$ cat src/rtl/bias2_delta_gen.sv
// bias2_delta_gen
// Computes the output-layer bias deltas deltab2_n = -(err_n * lr) in Q8.8
// for the five-entry bias2 bank, then drives the bank's update port for one
// cycle so the bank adds them. A single shared multiplier processes one entry
// per clock, so a job takes seven busy cycles: five CALC, one COMMIT, one DONE.
//
// Ports
//   clk            rising-edge clock for all state
//   rst_n          asynchronous active-low reset
//   start          job request, sampled only while idle
//   err_1..err_5   signed Q8.8 output-layer errors (latched on the accepting edge)
//   lr             signed Q8.8 learning rate (latched on the accepting edge)
//   step_in        training step tag (latched on the accepting edge)
//   deltab2_1..5   signed Q8.8 deltas to the bank, updated only on entry to COMMIT
//   ctrl           bank command, 4'b0001 during COMMIT, 4'b0000 otherwise
//   step           step tag seen by the bank, non-zero only during COMMIT
//   busy           high whenever the FSM is not idle
//   done           one-cycle pulse in the cycle after COMMIT

module bias2_delta_gen #(
    parameter int DW   = 16,
    parameter int FRAC = 8
) (
    input  logic          clk,
    input  logic          rst_n,
    input  logic          start,
    input  logic [DW-1:0] err_1,
    input  logic [DW-1:0] err_2,
    input  logic [DW-1:0] err_3,
    input  logic [DW-1:0] err_4,
    input  logic [DW-1:0] err_5,
    input  logic [DW-1:0] lr,
    input  logic [3:0]    step_in,
    output logic [DW-1:0] deltab2_1,
    output logic [DW-1:0] deltab2_2,
    output logic [DW-1:0] deltab2_3,
    output logic [DW-1:0] deltab2_4,
    output logic [DW-1:0] deltab2_5,
    output logic [3:0]    ctrl,
    output logic [3:0]    step,
    output logic          busy,
    output logic          done
);

    typedef enum logic [1:0] {
        S_IDLE   = 2'd0,
        S_CALC   = 2'd1,
        S_COMMIT = 2'd2,
        S_DONE   = 2'd3
    } state_t;

    localparam int PW = 2 * DW;

    // Clamp limits for the negated value, expressed at the widened width.
    localparam logic signed [PW:0] D_MAX = $signed({{(DW + 2){1'b0}}, {(DW - 1){1'b1}}});
    localparam logic signed [PW:0] D_MIN = $signed({{(DW + 2){1'b1}}, {(DW - 1){1'b0}}});

    state_t        state;
    logic [2:0]    idx;
    logic [DW-1:0] err_q    [5];
    logic [DW-1:0] lr_q;
    logic [3:0]    step_q;
    logic [DW-1:0] shadow   [5];
    logic [DW-1:0] delta_q  [5];

    logic [DW-1:0]        err_sel;
    logic signed [PW-1:0] prod;
    logic signed [PW-1:0] prod_shr;
    logic signed [PW:0]   d_full;
    logic [DW-1:0]        d_sat;

    // Select the entry the shared multiplier works on this cycle.
    always_comb begin
        err_sel = '0;
        case (idx)
            3'd0:    err_sel = err_q[0];
            3'd1:    err_sel = err_q[1];
            3'd2:    err_sel = err_q[2];
            3'd3:    err_sel = err_q[3];
            3'd4:    err_sel = err_q[4];
            default: err_sel = '0;
        endcase
    end

    // Full-precision product, arithmetic shift back to Q8.8 (floors toward
    // -inf), then negate one bit wider so that negating the most negative
    // shifted value cannot overflow before the clamp.
    assign prod     = $signed(err_sel) * $signed(lr_q);
    assign prod_shr = prod >>> FRAC;
    assign d_full   = -$signed({prod_shr[PW-1], prod_shr});

    always_comb begin
        d_sat = d_full[DW-1:0];
        if (d_full > D_MAX) begin
            d_sat = {1'b0, {(DW - 1){1'b1}}};
        end else if (d_full < D_MIN) begin
            d_sat = {1'b1, {(DW - 1){1'b0}}};
        end
    end

    // Control FSM. The last CALC edge forwards the freshly computed fifth
    // delta straight to the output register, because shadow[4] is only being
    // written on that same edge.
    always_ff @(posedge clk or negedge rst_n) begin
        if (!rst_n) begin
            state  <= S_IDLE;
            idx    <= '0;
            lr_q   <= '0;
            step_q <= '0;
            ctrl   <= '0;
            step   <= '0;
            done   <= 1'b0;
            for (int i = 0; i < 5; i++) begin
                err_q[i]   <= '0;
                shadow[i]  <= '0;
                delta_q[i] <= '0;
            end
        end else begin
            case (state)
                S_IDLE: begin
                    ctrl <= '0;
                    step <= '0;
                    done <= 1'b0;
                    if (start) begin
                        err_q[0] <= err_1;
                        err_q[1] <= err_2;
                        err_q[2] <= err_3;
                        err_q[3] <= err_4;
                        err_q[4] <= err_5;
                        lr_q     <= lr;
                        step_q   <= step_in;
                        idx      <= '0;
                        state    <= S_CALC;
                    end
                end
                S_CALC: begin
                    case (idx)
                        3'd0:    shadow[0] <= d_sat;
                        3'd1:    shadow[1] <= d_sat;
                        3'd2:    shadow[2] <= d_sat;
                        3'd3:    shadow[3] <= d_sat;
                        default: shadow[4] <= d_sat;
                    endcase
                    if (idx == 3'd4) begin
                        delta_q[0] <= shadow[0];
                        delta_q[1] <= shadow[1];
                        delta_q[2] <= shadow[2];
                        delta_q[3] <= shadow[3];
                        delta_q[4] <= d_sat;
                        ctrl       <= 4'b0001;
                        step       <= step_q;
                        idx        <= '0;
                        state      <= S_COMMIT;
                    end else begin
                        idx <= idx + 3'd1;
                    end
                end
                S_COMMIT: begin
                    ctrl  <= '0;
                    step  <= '0;
                    done  <= 1'b1;
                    state <= S_DONE;
                end
                S_DONE: begin
                    done  <= 1'b0;
                    state <= S_IDLE;
                end
                default: begin
                    ctrl  <= '0;
                    step  <= '0;
                    done  <= 1'b0;
                    state <= S_IDLE;
                end
            endcase
        end
    end

    assign busy      = (state != S_IDLE);
    assign deltab2_1 = delta_q[0];
    assign deltab2_2 = delta_q[1];
    assign deltab2_3 = delta_q[2];
    assign deltab2_4 = delta_q[3];
    assign deltab2_5 = delta_q[4];

endmodule
$ cat config.mk
export PLATFORM = sky130hd
export DESIGN_NAME = bias2_delta_gen
export DESIGN_NICKNAME = d
export VERILOG_FILES = /design/src/rtl/bias2_delta_gen.sv
export SDC_FILE = /design/constraint.sdc
export NUM_CORES = 1
export LEC_CHECK = 0
export BUFFER_PORTS_ARGS = -buffer_cell sky130_fd_sc_hd__buf_2
export CAP_MARGIN = 20
export CELL_PAD_IN_SITES_DETAIL_PLACEMENT = 2
export CELL_PAD_IN_SITES_GLOBAL_PLACEMENT = 2
export CORE_UTILIZATION = 39
export DETAILED_ROUTE_END_ITERATION = 8
export GPL_ROUTABILITY_DRIVEN = 0
export GPL_TIMING_DRIVEN = 1
export PLACE_DENSITY_LB_ADDON = 0.1
export SLEW_MARGIN = 5
export SYNTH_ARGS = -nofsm -noshare
export SYNTH_HDL_FRONTEND = slang
export SYNTH_SLANG_ARGS = --single-unit
export TNS_END_PERCENT = 10
$ cat constraint.sdc
create_clock -name clk -period 12.01 [get_ports clk]
set_input_delay 2.402 -clock clk [delete_from_list [all_inputs] [get_ports clk]]
set_output_delay 2.402 -clock clk [all_outputs]
set_load 0.05 [all_outputs]
* Word level (Yosys, flattened, before mapping)
Cells that the tools add are included.
Word-level totals: register bits 258, logic and storage cells 66, bits of input ports 103
Operators by class: eq/ne operators 9, reduce and logical (&&, ||, !) cells 17, order comparisons 2, add/sub/neg operators 2, muxes and demuxes 14, multiply operators 1
Operator list (count):
- one-hot mux 16 bit (5 select lines) | 1
- greater-than comparator 33 x 16 -> 1 bit (second input constant) | 1
- < comparator 33 x 16 -> 1 bit (second input constant) | 1
- negation 24 -> 33 bit | 1
- multiplier 16 x 16 -> 32 bit | 1
- 2-to-1 mux 16 bit | 2
- AND reduction 2 bit | 9
- one-hot mux 4 bit (2 select lines) | 2
- 2-to-1 mux 4 bit | 2
- one-hot mux 2 bit (4 select lines) | 1
- nonzero test 2 bit | 4
- == test 3 x 2 -> 1 bit (second input constant) | 2
- 2-to-1 mux 3 bit | 2
- one-hot mux 3 bit (2 select lines) | 1
- == test 2 bit (second input constant) | 2
- 2-to-1 mux 2 bit | 2
- != test 2 bit (second input constant) | 2
- OR reduction 2 bit | 2
- adder 3 x 1 -> 3 bit (second input constant) | 1
- == test 3 x 1 -> 1 bit (second input constant) | 1
- == test 3 bit (second input constant) | 1
- zero test 3 bit | 1
- == test 2 x 1 -> 1 bit (second input constant) | 1
- zero test 2 bit | 1
- one-hot mux 1 bit (2 select lines) | 1

* Longest topological paths before layout
Gate-level depths: netlist of run 1.
depth in word-level cells 7, mapped depth 39, mapped depth without buffers 33

* Worst setup path after synthesis of run 1
No wires, ideal clock.
path kind reg-to-reg, start point reg idx[0], end point reg shadow[36] (netlist name), arrival time 8.951 ns, data required time 11.871 ns, slack 2.921 ns, buffers on the path 7, period minus slack after synthesis 9.089 ns, library setup time 0.139 ns, stages on the path, launching flop included 36, cells stage by stage dfrtp_1 ha_1 ha_1 clkbuf_1 clkbuf_1 a22oi_1 nand3_1 clkbuf_1 and2_1 fa_1 inv_1 fa_1 fa_1 inv_1 fa_1 fa_1 inv_1 fa_1 inv_1 ha_1 clkbuf_1 a21oi_1 a21boi_0 o221ai_1 or3_1 a32oi_1 nand4b_2 or3_1 clkbuf_1 nor3_1 xor2_1 a211o_1 o41ai_2 buf_4 buf_6 a31oi_1
On the way: word-level cells in the longest chain between the ends 7, elaborated cells between the ends (all ways) 13, those cells by class add/sub (1); mul (1); order compare (2); eq/ne (4); mux (3); reduce/logical (2)
RTL lines:
- start: declaration | RTL line 59 | logic [2:0] idx;
- start signal: assignment | RTL line 155 | idx <= idx + 3'd1;
- == test 3 bit, or another cell as far along | RTL line 75 | case (idx)
- one-hot mux 16 bit (5 select lines) | RTL line 75
- multiplier 16 x 16 -> 32 bit | RTL line 88 | assign prod = $signed(err_sel) * $signed(lr_q);
- negation 24 -> 33 bit | RTL line 90 | assign d_full = -$signed({prod_shr[PW-1], prod_shr});
- < comparator 33 x 16 -> 1 bit | RTL line 96 | end else if (d_full < D_MIN) begin
- 2-to-1 mux 16 bit | RTL line 96
- 2-to-1 mux 16 bit | RTL line 94 | if (d_full > D_MAX) begin
- end: declaration | RTL line 63 | logic [DW-1:0] shadow [5];
Several ways; a longest one is shown, not always the timed one. A chain may end at the register's enable or synchronous reset.

* Worst setup path in the final report of run 1
start point reg idx[2], end point reg shadow[50] (netlist name)
On the way: word-level cells in the longest chain between the ends 7, elaborated cells between the ends (all ways) 13, those cells by class add/sub (1); mul (1); order compare (2); eq/ne (4); mux (3); reduce/logical (2)
RTL lines (RTL line):
- == test 3 bit, or another cell as far along | 75
- one-hot mux 16 bit (5 select lines) | 75
- multiplier 16 x 16 -> 32 bit | 88
- negation 24 -> 33 bit | 90
- < comparator 33 x 16 -> 1 bit | 96
- 2-to-1 mux 16 bit | 96
- 2-to-1 mux 16 bit | 94
Several ways; a longest one is shown, not always the timed one.

==> results of run 1 <==
[final cells by class]
class,instances,share of cell area (%)
Multi-Input combinational cell,1519,55.4
Timing Repair Buffer,217,5.05
Clock inverter,12,0.536
Inverter,314,4.91
Antenna cell,6,0.0625
Tap cell,696,3.62
Sequential cell,255,26.6
Clock buffer,44,3.89
[stage by stage]
step	instances	util, %	hold WS, ns	setup slack [ns]	instance area, um2
finish	3063	44.6	0.459	0.768	24000
global route	3063	44.6	0.487	0.256	24000
CTS	3056	44.5	0.463	0.821	24000
detailed placement	3000	42.5	0.459	0.886	22900
global placement	2998	42.5	0.451	1.16	22900
floorplan	2203	-	0.439	2.92	21300
[cells in the mapped netlist (all sizes together) (3+ instances only)]
library cell  count  area share (%)
a211oi           12            0.45
a21boi            7            0.26
a21o              8            0.28
a21oi            33            0.79
a222oi            5            0.23
a22oi            26            0.92
a31oi            86             2.5
a41oi             3            0.12
and2            135             4.0
and3              6            0.18
and4             10            0.43
buf              19            0.65
clkbuf           96             1.7
dfrtp           255              30
fa              261              25
ha               90             5.3
inv             312             5.5
mux2            102             5.4
nand2           373             6.6
nand2b            4            0.12
nand3            21            0.49
nand3b            3            0.11
nand4            13            0.38
nor2            114             2.0
nor2b             6            0.19
nor3             15            0.43
nor3b             5            0.18
nor4              8            0.23
o211ai           11            0.39
o21a              8            0.28
o21ai            41            0.98
o21bai            3            0.11
o31ai             5            0.18
or2               7            0.21
or3               8            0.23
xnor2            28             1.2
xor2             11            0.45
[logic make-up (layout without fill, tap and decap cells)]
logic type               Yosys count  in the layout  share of synthesized area, %
XOR/XNOR                          39             39                          1.60
AO/OA/AOI/OAI                    286            286                          9.22
adder cells (fa/ha/maj)          351            351                          29.8
buffers and inverters            429            587                          7.87
flip-flops                       255            255                          29.9
AND/OR/NAND/NOR                  736            736                          16.1
multiplexers                     104            104                          5.48
other                              1              9                        0.0176
[critical path, delay by kind of cell, from the launching register on]
kind | cells | cell delay [ns]
AO/OA/AOI/OAI | 8 | 2.60
XOR/XNOR | 2 | 0.34
adder cells (fa/ha/maj) | 8 | 3.88
buffers and inverters | 5 | 0.88
flip-flops | 1 | 0.71
AND/OR/NAND/NOR | 5 | 2.62
[state kept, by name (all words and copies together), names as in the netlist, 2 cells and up]
register	cells
step_q	4
idx	3
deltab2_4	16
deltab2_5	16
deltab2_3	16
lr_q	16
deltab2_1	16
step	4
err_q	80
shadow	64
state	2
deltab2_2	16
[worst paths after layout]
kind                                             start                        to  slack (ns)  cells after the start
worst max-delay path                idx[2]$_DFFE_PN0P_    shadow[50]$_DFFE_PN0P_        0.77                     28
worst min-delay path            shadow[49]$_DFFE_PN0P_  deltab2_2[1]$_DFFE_PN0P_        0.46                      2
worst max register to register      idx[2]$_DFFE_PN0P_    shadow[50]$_DFFE_PN0P_        0.77                     28
worst min register to register  shadow[49]$_DFFE_PN0P_  deltab2_2[1]$_DFFE_PN0P_        0.46                      2
max in group asynchronous                        rst_n      lr_q[12]$_DFFE_PN0P_        8.63                      2
min in group asynchronous                        rst_n  deltab2_2[5]$_DFFE_PN0P_        1.88                      1
[layer usage]
layer	GRT usage, %	vias to the layer above
met5	0	-
met2	46.5	326
met4	8.26	6
met3	3.37	110
li1	-	7357
met1	35.1	8823
[layout by cell type (no fill, tap or decap), types with 23 or more instances in the layout]
master and n:
clkbuf_16 30, buf_2 188, mux2_2 102, o21ai_0 34, and2_1 135, dfrtp_1 255, ha_1 90, a31oi_1 86
buf_4 23, a22oi_1 26, inv_1 311, nand2_1 371, fa_1 261, a21oi_1 32, nor2_1 113, xnor2_1 28
==> run metrics, run 1 <==
status=finished, final reports clean; Netlist cell types=89; Critical Path End Type=register; vias in the first global route=19,100; GRT overflow=0; later-pin clock latency in the skew report=0.59 ns; Tot GR Track Use=26.9%; hold crit path type=register to register; Final Hold Fails=0; Num CTS Buffers=30; met3 routed WL=2660 um; startpoint types=register; PortBufs=189; H-tree depth=1; CTS tree=done; Slew @ Worst Pin=1.10 ns; Post-Syn Instances=2,201; Core Footprint=0.0539 mm2; max-slew violations=0; Avg Synthesized Cell Area=9.69 um2; maximum fanout along the worst path=75; largest net degree at the start of global routing=145; Sink Count=255; Post-Syn Area=0.0213 mm2; post-route clock period utilization=93.6%; TNS Setup=0 ns; area delta synth->final=12.7%; HPWL after detailed placement=56,100 um; Critical Path Max Stage Delay=0.80 ns; drt pass-1 iters=7; slew margin rel.=25.6%; synthesized flop and latch total=255; post-CTS sizing=0; I/O pins=193; CTS Buffer Depth=3; via count=16,600; Die ar.=0.0556 mm2; crit-path most repeated cell=fa_1; layout cell share with drive strength beyond 1=17.1%; clk root buf=clkbuf_16; skew final=0.0226 ns; wire length per cell=24.0 um; CP max stage cell=nand3_1; Synth Warn #=0; sequential fraction of the synthesis area=29.9%; Crit Path Class=register to register; initial antenna violation count=9; vias per cell=5.43; # rows=85; height of the die=236 um; highest metal used=met5; Die Wd=236 um; final-stage net count=2,791; Synth Flop Type=dfrtp_1; Post-synth ARST share=100%; DRT antenna net count=0; detailed-routed wire length on met2=37,200 um; final setup fails=0; initial drt markers=994; flip-flop and latch area=0.00638 mm2; max-cap viol count=0; Worst Path Required=12.44 ns; Fmax=89.0 MHz; clk slew on worst S/H paths=0.07 ns; Initial Utilization=39.5%; RSZ-0062 raised after global routing=false; hold_buf cts=0; wl on met1=31,600 um; setup bufs post-CTS=0; Final Critical Period=11.24 ns; DRC Markers=0; multi-input logic area=0.0133 mm2; wirelength, routed=73,600 um; fillers=5,724; Worst EP arrival=11.67 ns; first-pass GRT wire length=114,000 um; Post-synth EDFFs=0
Power of run 1 is not shown: default switching activity piles up to over one toggle a cycle in this logic, so the estimate is an artifact.
==> run 2, diff against run 1 <==
--- a/config.mk
+++ b/config.mk
@@ -5,11 +5,12 @@
 export SDC_FILE = /design/constraint.sdc
 export NUM_CORES = 1
 export LEC_CHECK = 0
+export ABC_AREA = 1
 export BUFFER_PORTS_ARGS = -buffer_cell sky130_fd_sc_hd__buf_2
 export CAP_MARGIN = 20
 export CELL_PAD_IN_SITES_DETAIL_PLACEMENT = 2
 export CELL_PAD_IN_SITES_GLOBAL_PLACEMENT = 2
-export CORE_UTILIZATION = 39
+export CORE_UTILIZATION = 38
 export DETAILED_ROUTE_END_ITERATION = 8
 export GPL_ROUTABILITY_DRIVEN = 0
 export GPL_TIMING_DRIVEN = 1
==> run 2 against run 1 <==
Synthesized cell count rose by 14%. Maximum frequency up 11%. Hold slack better by 0.0057 ns. Critical endpoint is now shadow[17]$_DFFE_PN0P_. Largest cell class unchanged. Highest routed layer unchanged.
==> run metrics, run 2 <==
status=finished, final reports clean (unchanged); max-slew violations=0 (unchanged); Final Critical Period=10.13 ns (was 11.24 ns); Worst EP arrival=10.60 ns (was 11.67 ns); initial drt markers=757 (was 994); Post-synth EDFFs=0 (unchanged); crit-path most repeated cell=nand2_1 (was fa_1); Post-Syn Instances=2,518 (was 2,201); Register-to-Register Setup Slack=1.88 ns (was 0.77 ns); Slew @ Worst Pin=0.986 ns (was 1.10 ns); via count=17,200 (was 16,600); Avg Synthesized Cell Area=8.50 um2 (was 9.69 um2); maximum fanout along the worst path=15 (was 75); reg2reg end=shadow[17]$_DFFE_PN0P_ (was shadow[50]$_DFFE_PN0P_); Synth Flop Type=dfrtp_1 (unchanged); crit path from=idx[0]$_DFFE_PN0P_ (was idx[2]$_DFFE_PN0P_); top post-synthesis cells by count=nand2_1, inv_1, fa_1 (unchanged); Synth area leader=dfrtp_1 (unchanged); max-cap viol count=0 (unchanged); initial antenna violation count=1 (was 9); # rows=86 (was 85); height of the die=239 um (was 236 um); fillers=6,215 (was 5,724); commonest non-fill, non-tap cell in the layout=nand2_1 (unchanged); H-tree depth=1 (unchanged); sequential fraction of the synthesis area=29.8% (was 29.9%); most frequent cells in the layout=nand2_1, inv_1, fa_1 (unchanged); RSZ-0062 raised after global routing=false (unchanged); slew margin rel.=34.0% (was 25.6%); CP top delay family=adder cells (unchanged); wirelength, routed=72,900 um (was 73,600 um); placed cell count=3,388 (was 3,000); TNS Setup=0 ns (unchanged); final-stage net count=3,126 (was 2,791); Die ar.=0.0573 mm2 (was 0.0556 mm2); GRT overflow=0 (unchanged); Synth Warn #=0 (unchanged); layout cell share with drive strength beyond 1=14.8% (was 17.1%); hold_buf cts=0 (unchanged); vias in the first global route=20,100 (was 19,100); post-route clock period utilization=84.3% (was 93.6%); Netlist cell types=51 (was 89); CP endpoint=shadow[17]$_DFFE_PN0P_ (was shadow[50]$_DFFE_PN0P_); cell depth of the worst flop-to-flop path=37 (was 28); Final Hold Fails=0 (unchanged); post-CTS sizing=0 (unchanged); area delta synth->final=12.6% (was 12.7%); flip-flop and latch area=0.00638 mm2 (unchanged); top-count cell post-synth=nand2_1 (unchanged); Initial Utilization=38.6% (was 39.5%); top cells by area, synth=dfrtp_1, fa_1, nand2_1 (unchanged); clk root buf=clkbuf_16 (unchanged); clk slew on worst S/H paths=0.06 ns (was 0.07 ns); skew final=0.0261 ns (was 0.0226 ns); Reg2Reg Launch Point=idx[0]$_DFFE_PN0P_ (was idx[2]$_DFFE_PN0P_); startpoint types=register (unchanged); share of the synthesized area in the top cell type=29.8% (was 29.9%); CTS tree=done (unchanged); later-pin clock latency in the skew report=0.61 ns (was 0.59 ns); setup bufs post-CTS=0 (unchanged); CP bufs+invs=5 (unchanged); Fmax=98.7 MHz (was 89.0 MHz); synthesized flop and latch total=255 (unchanged); non-filler cells, final=3,441 (was 3,063); HPWL after detailed placement=58,500 um (was 56,100 um); Tot GR Track Use=26.3% (was 26.9%); Core Footprint=0.0554 mm2 (was 0.0539 mm2); DRT antenna net count=0 (unchanged); largest net degree at the start of global routing=150 (was 145); Post-synth ARST share=100% (unchanged); wire length per cell=21.2 um (was 24.0 um); multi-input logic area=0.0130 mm2 (was 0.0133 mm2); # diodes=0 (was 6); drt pass-1 iters=5 (was 7); Post-Syn Area=0.0214 mm2 (was 0.0213 mm2); Critical Path Max Stage Delay=0.74 ns (was 0.80 ns); Regs by FF count=err_q x80, shadow x64 (unchanged); Num CTS Buffers=30 (unchanged); Largest Register=err_q (unchanged); Die Wd=239 um (was 236 um); I/O pins=193 (unchanged); first-pass GRT wire length=114,000 um (about the same); number of cells on the critical path=37 (was 28); Critical Path End Type=register (unchanged); final setup fails=0 (unchanged); CTS Buffer Depth=3 (unchanged); Worst Path Required=12.48 ns (was 12.44 ns); DRC Markers=0 (unchanged); Sink Count=255 (unchanged); Crit Path Class=register to register (unchanged); hold crit path type=register to register (unchanged); Largest register FFs=80 (unchanged); CP max stage cell=nor2_1 (was nand3_1); PortBufs=189 (unchanged); vias per cell=5.01 (was 5.43)
-- run 2: how the worst min path moves through the flow --
stage	slack (ns)	startpoint	cells past startpoint	to
finish	0.46	deltab2_1[3]$_DFFE_PN0P_	2	deltab2_1[3]$_DFFE_PN0P_
global route	0.49	shadow[16]$_DFFE_PN0P_	2	deltab2_4[0]$_DFFE_PN0P_
CTS	0.47	deltab2_2[3]$_DFFE_PN0P_	2	deltab2_2[3]$_DFFE_PN0P_
detailed placement	0.46	deltab2_3[15]$_DFFE_PN0P_	2	deltab2_3[15]$_DFFE_PN0P_
global placement	0.45	deltab2_4[15]$_DFFE_PN0P_	2	deltab2_4[15]$_DFFE_PN0P_
floorplan	0.45	shadow[16]$_DFFE_PN0P_	2	shadow[16]$_DFFE_PN0P_
-- run 2: cells by family (layout without fill, tap and decap cells) --
family	count (synthesis)	in the layout	share of synthesized area, %
simple gates	1144	1144	22.5
buf+inv	531	704	9.52
fa+ha+maj	351	351	29.7
flops	255	255	29.8
compound gates	150	150	4.07
mux	66	66	3.47
xor+xnor	20	20	0.923
other cells	1	3	0.0175
-- run 2: final cells by class --
class / instances / area share, %
Inverter: 453 / 7.05
Tap cell: 748 / 3.88
Clock inverter: 9 / 0.457
Sequential cell: 255 / 26.5
Multi-Input combinational cell: 1734 / 54.0
Timing Repair Buffer: 198 / 4.30
Clock buffer: 44 / 3.83
-- run 2: routing by layer --
layer | wire, um | up-vias | track usage [%]
li1 | - | 7843 | -
met1 | 30200 | 8971 | 32.2
met2 | 37600 | 311 | 47.7
met3 | 2460 | 118 | 2.73
met4 | 2660 | 2 | 9.11
met5 | 11 | - | 0
-- run 2: metrics by stage --
step	utilization, %	area (um2)	setup WS, ns	hold slack, ns
global placement	41.6	23100	2.07	0.448
global route	43.5	24100	1.24	0.492
floorplan	-	21400	3.96	0.449
detailed placement	41.6	23100	1.84	0.456
CTS	43.5	24100	1.79	0.472
finish	43.5	24100	1.88	0.464
-- run 2: worst reg2reg max path: cells and delay by family (launching register included) --
kind | cells | cell delay, ns
AND/OR/NAND/NOR | 19 | 3.54
buffers and inverters | 5 | 1.20
adder cells (fa/ha/maj) | 8 | 3.59
flip-flops | 1 | 0.39
AO/OA/AOI/OAI | 5 | 1.30
Power of run 2 is left out for the same reason.
==> run 3, diff against run 2 <==
--- a/config.mk
+++ b/config.mk
@@ -5,12 +5,12 @@
 export SDC_FILE = /design/constraint.sdc
 export NUM_CORES = 1
 export LEC_CHECK = 0
-export ABC_AREA = 1
+export ABC_AREA = 0
 export BUFFER_PORTS_ARGS = -buffer_cell sky130_fd_sc_hd__buf_2
 export CAP_MARGIN = 20
 export CELL_PAD_IN_SITES_DETAIL_PLACEMENT = 2
 export CELL_PAD_IN_SITES_GLOBAL_PLACEMENT = 2
-export CORE_UTILIZATION = 38
+export CORE_UTILIZATION = 39
 export DETAILED_ROUTE_END_ITERATION = 8
 export GPL_ROUTABILITY_DRIVEN = 0
 export GPL_TIMING_DRIVEN = 1
==> constraint.sdc (replaced) <==
create_clock -name clk -period 9.64 [get_ports clk]
set_input_delay 1.928 -clock clk [delete_from_list [all_inputs] [get_ports clk]]
set_output_delay 1.928 -clock clk [all_outputs]
set_load 0.05 [all_outputs]
==> run 3 against run 2 <==
Non-clock buffer count grew 77. Largest cell class unchanged. Hold slack improved by 0.0016 ns. Highest routed layer is now met4. Via count down 2.4%. Critical path type unchanged. Sequential cell count unchanged. Register-to-register slack worse by 1.8 ns. First-iteration DRC count decreased by 8.1%. Sequential share of layout area down 0.53 points. Setup slack got worse by 1.8 ns. Final cell count decreased by 9.5%. Core utilization grew 2.1 points. Count of clock-buffer cells in the layout decreased by 4. Final area up 2.1%.
==> run metrics, run 3 (same netlist as run 1, synthesis figures left out) <==
status=finished, final reports clean (unchanged); post-route clock period utilization=99.1% (was 84.3%); GRT overflow=0 (unchanged); PortBufs=189 (unchanged); I/O pins=193 (unchanged); vias in the first global route=19,600 (was 20,100); Reg2Reg Launch Point=idx[0]$_DFFE_PN0P_ (unchanged); Final Critical Period=9.55 ns (was 10.13 ns); Worst EP arrival=9.94 ns (was 10.60 ns); max-slew violations=0 (unchanged); Tot GR Track Use=27.5% (was 26.3%); final setup fails=0 (unchanged); Crit Path Class=register to register (unchanged); HPWL after detailed placement=58,500 um (about the same); Worst Hold Depth=2 (unchanged); Final Hold Fails=0 (unchanged); post-route cell area=0.0246 mm2 (was 0.0241 mm2); Worst Path Required=10.03 ns (was 12.48 ns); clk root buf=clkbuf_16 (unchanged); commonest non-fill, non-tap cell in the layout=nand2_1 (unchanged); crit-path most repeated cell=fa_1 (was nand2_1); cell depth of the worst flop-to-flop path=33 (was 37); # rows=85 (was 86); Register-to-Register Setup Slack=0.09 ns (was 1.88 ns); TNS Setup=0 ns (unchanged); non-filler cells, final=3,114 (was 3,441); drt pass-1 iters=5 (unchanged); H-tree depth=1 (unchanged); reg2reg end=deltab2_5[6]$_DFFE_PN0P_ (was shadow[17]$_DFFE_PN0P_); fillers=5,756 (was 6,215); Fmax=105 MHz (was 98.7 MHz); DRT antenna net count=0 (unchanged); area delta synth->final=15.4% (was 12.6%); Cell Area, Placed=0.0233 mm2 (was 0.0231 mm2); first-pass GRT wire length=118,000 um (was 114,000 um); final-stage net count=2,849 (was 3,126); Largest Register=err_q (unchanged); Core Footprint=0.0539 mm2 (was 0.0554 mm2); CTS Buffer Depth=3 (unchanged); CTS tree=done (unchanged); Die Wd=236 um (was 239 um); startpoint types=register (unchanged); placed cell count=3,045 (was 3,388); Largest register FFs=80 (unchanged); largest net degree at the start of global routing=100 (was 150); via count=16,800 (was 17,200); Num CTS Buffers=29 (was 30); height of the die=236 um (was 239 um); slew margin rel.=29.5% (was 34.0%); hold crit path type=register to register (unchanged); wire length per cell=24.2 um (was 21.2 um); wirelength, routed=75,200 um (was 72,900 um); hold_buf cts=0 (unchanged); CP max stage cell=fa_1 (was nor2_1); DRC Markers=0 (unchanged); worst hold slack=0.466 ns (was 0.464 ns); Die ar.=0.0556 mm2 (was 0.0573 mm2); initial antenna violation count=2 (was 1); initial drt markers=696 (was 757); layout cell share with drive strength beyond 1=20.6% (was 14.8%); max-cap viol count=0 (unchanged); Slew @ Worst Pin=1.06 ns (was 0.986 ns); hold endpoint=deltab2_3[1]$_DFFE_PN0P_ (was deltab2_1[3]$_DFFE_PN0P_); Sink Count=255 (unchanged); maximum fanout along the worst path=38 (was 15); most frequent cells in the layout=nand2_1, inv_1, fa_1 (unchanged); Critical Path End Type=register (unchanged); Critical Path Max Stage Delay=0.54 ns (was 0.74 ns); Hold Path Origin=deltab2_3[1]$_DFFE_PN0P_ (was deltab2_1[3]$_DFFE_PN0P_); later-pin clock latency in the skew report=0.59 ns (was 0.61 ns); vias per cell=5.40 (was 5.01); Regs by FF count=err_q x80, shadow x64 (unchanged); Initial Utilization=39.5% (was 38.6%); skew final=0.0347 ns (was 0.0261 ns); clk slew on worst S/H paths=0.06 ns (about the same)
## run 3: metrics by stage
stage                     util, %  setup slack, ns
final                        45.6           0.0857
after global routing         45.6           -0.126
after CTS                    45.2           0.0417
after detailed placement     43.2           -0.301
after global placement       43.2          0.00622
after floorplan                 -            0.551
## run 3: layout make-up
| cell class | count | area, um2 | share of cell area, % |
|---|---|---|---|
| diodes | 3 | 7.51 | 0.0305 |
| clock buffers | 40 | 857 | 3.48 |
| clock inverters | 11 | 103 | 0.417 |
| inverters | 314 | 1180 | 4.79 |
| multi-input cells | 1520 | 13500 | 54.9 |
| flip-flops and latches | 255 | 6380 | 25.9 |
| well taps | 696 | 871 | 3.54 |
| repair buffers | 275 | 1690 | 6.85 |
## run 3: layer usage
layer	vias to the layer above	wire [um]	global-route usage, %
met5	-	0	0
met4	0	2100	7.78
met1	8991	32300	35.3
met2	263	39200	49.9
met3	96	1630	1.90
li1	7473	-	-
## run 3: critical path, delay by kind of cell (launching register included)
kind	cells	cell delay, ns
DFF	1	0.42
and+or+nand+nor	6	0.95
AOI/OAI and AO/OA	10	2.91
adders and majority gates	8	3.67
buffers and inverters	9	1.36
## run 3: worst max-delay path by stage
stage	cells after the start	endpoint	slack, ns	from
floorplan	35	shadow[36]$_DFFE_PN0P_	0.55	idx[0]$_DFFE_PN0P_
global placement	28	shadow[34]$_DFFE_PN0P_	0.006	idx[0]$_DFFE_PN0P_
detailed placement	30	shadow[40]$_DFFE_PN0P_	-0.30	idx[0]$_DFFE_PN0P_
CTS	34	shadow[59]$_DFFE_PN0P_	0.04	idx[0]$_DFFE_PN0P_
global route	33	deltab2_5[6]$_DFFE_PN0P_	-0.13	idx[0]$_DFFE_PN0P_
finish	33	deltab2_5[6]$_DFFE_PN0P_	0.09	idx[0]$_DFFE_PN0P_
## run 3: repair_timing
item / CTS / global route
endpoints found under the setup margin: 75 / 75
setup buffers: 4 / 6
gates cloned: 1 / 1
pin swaps: 2 / 11
resized for setup: 16 / 41
Power of run 3 is left out for the same reason.
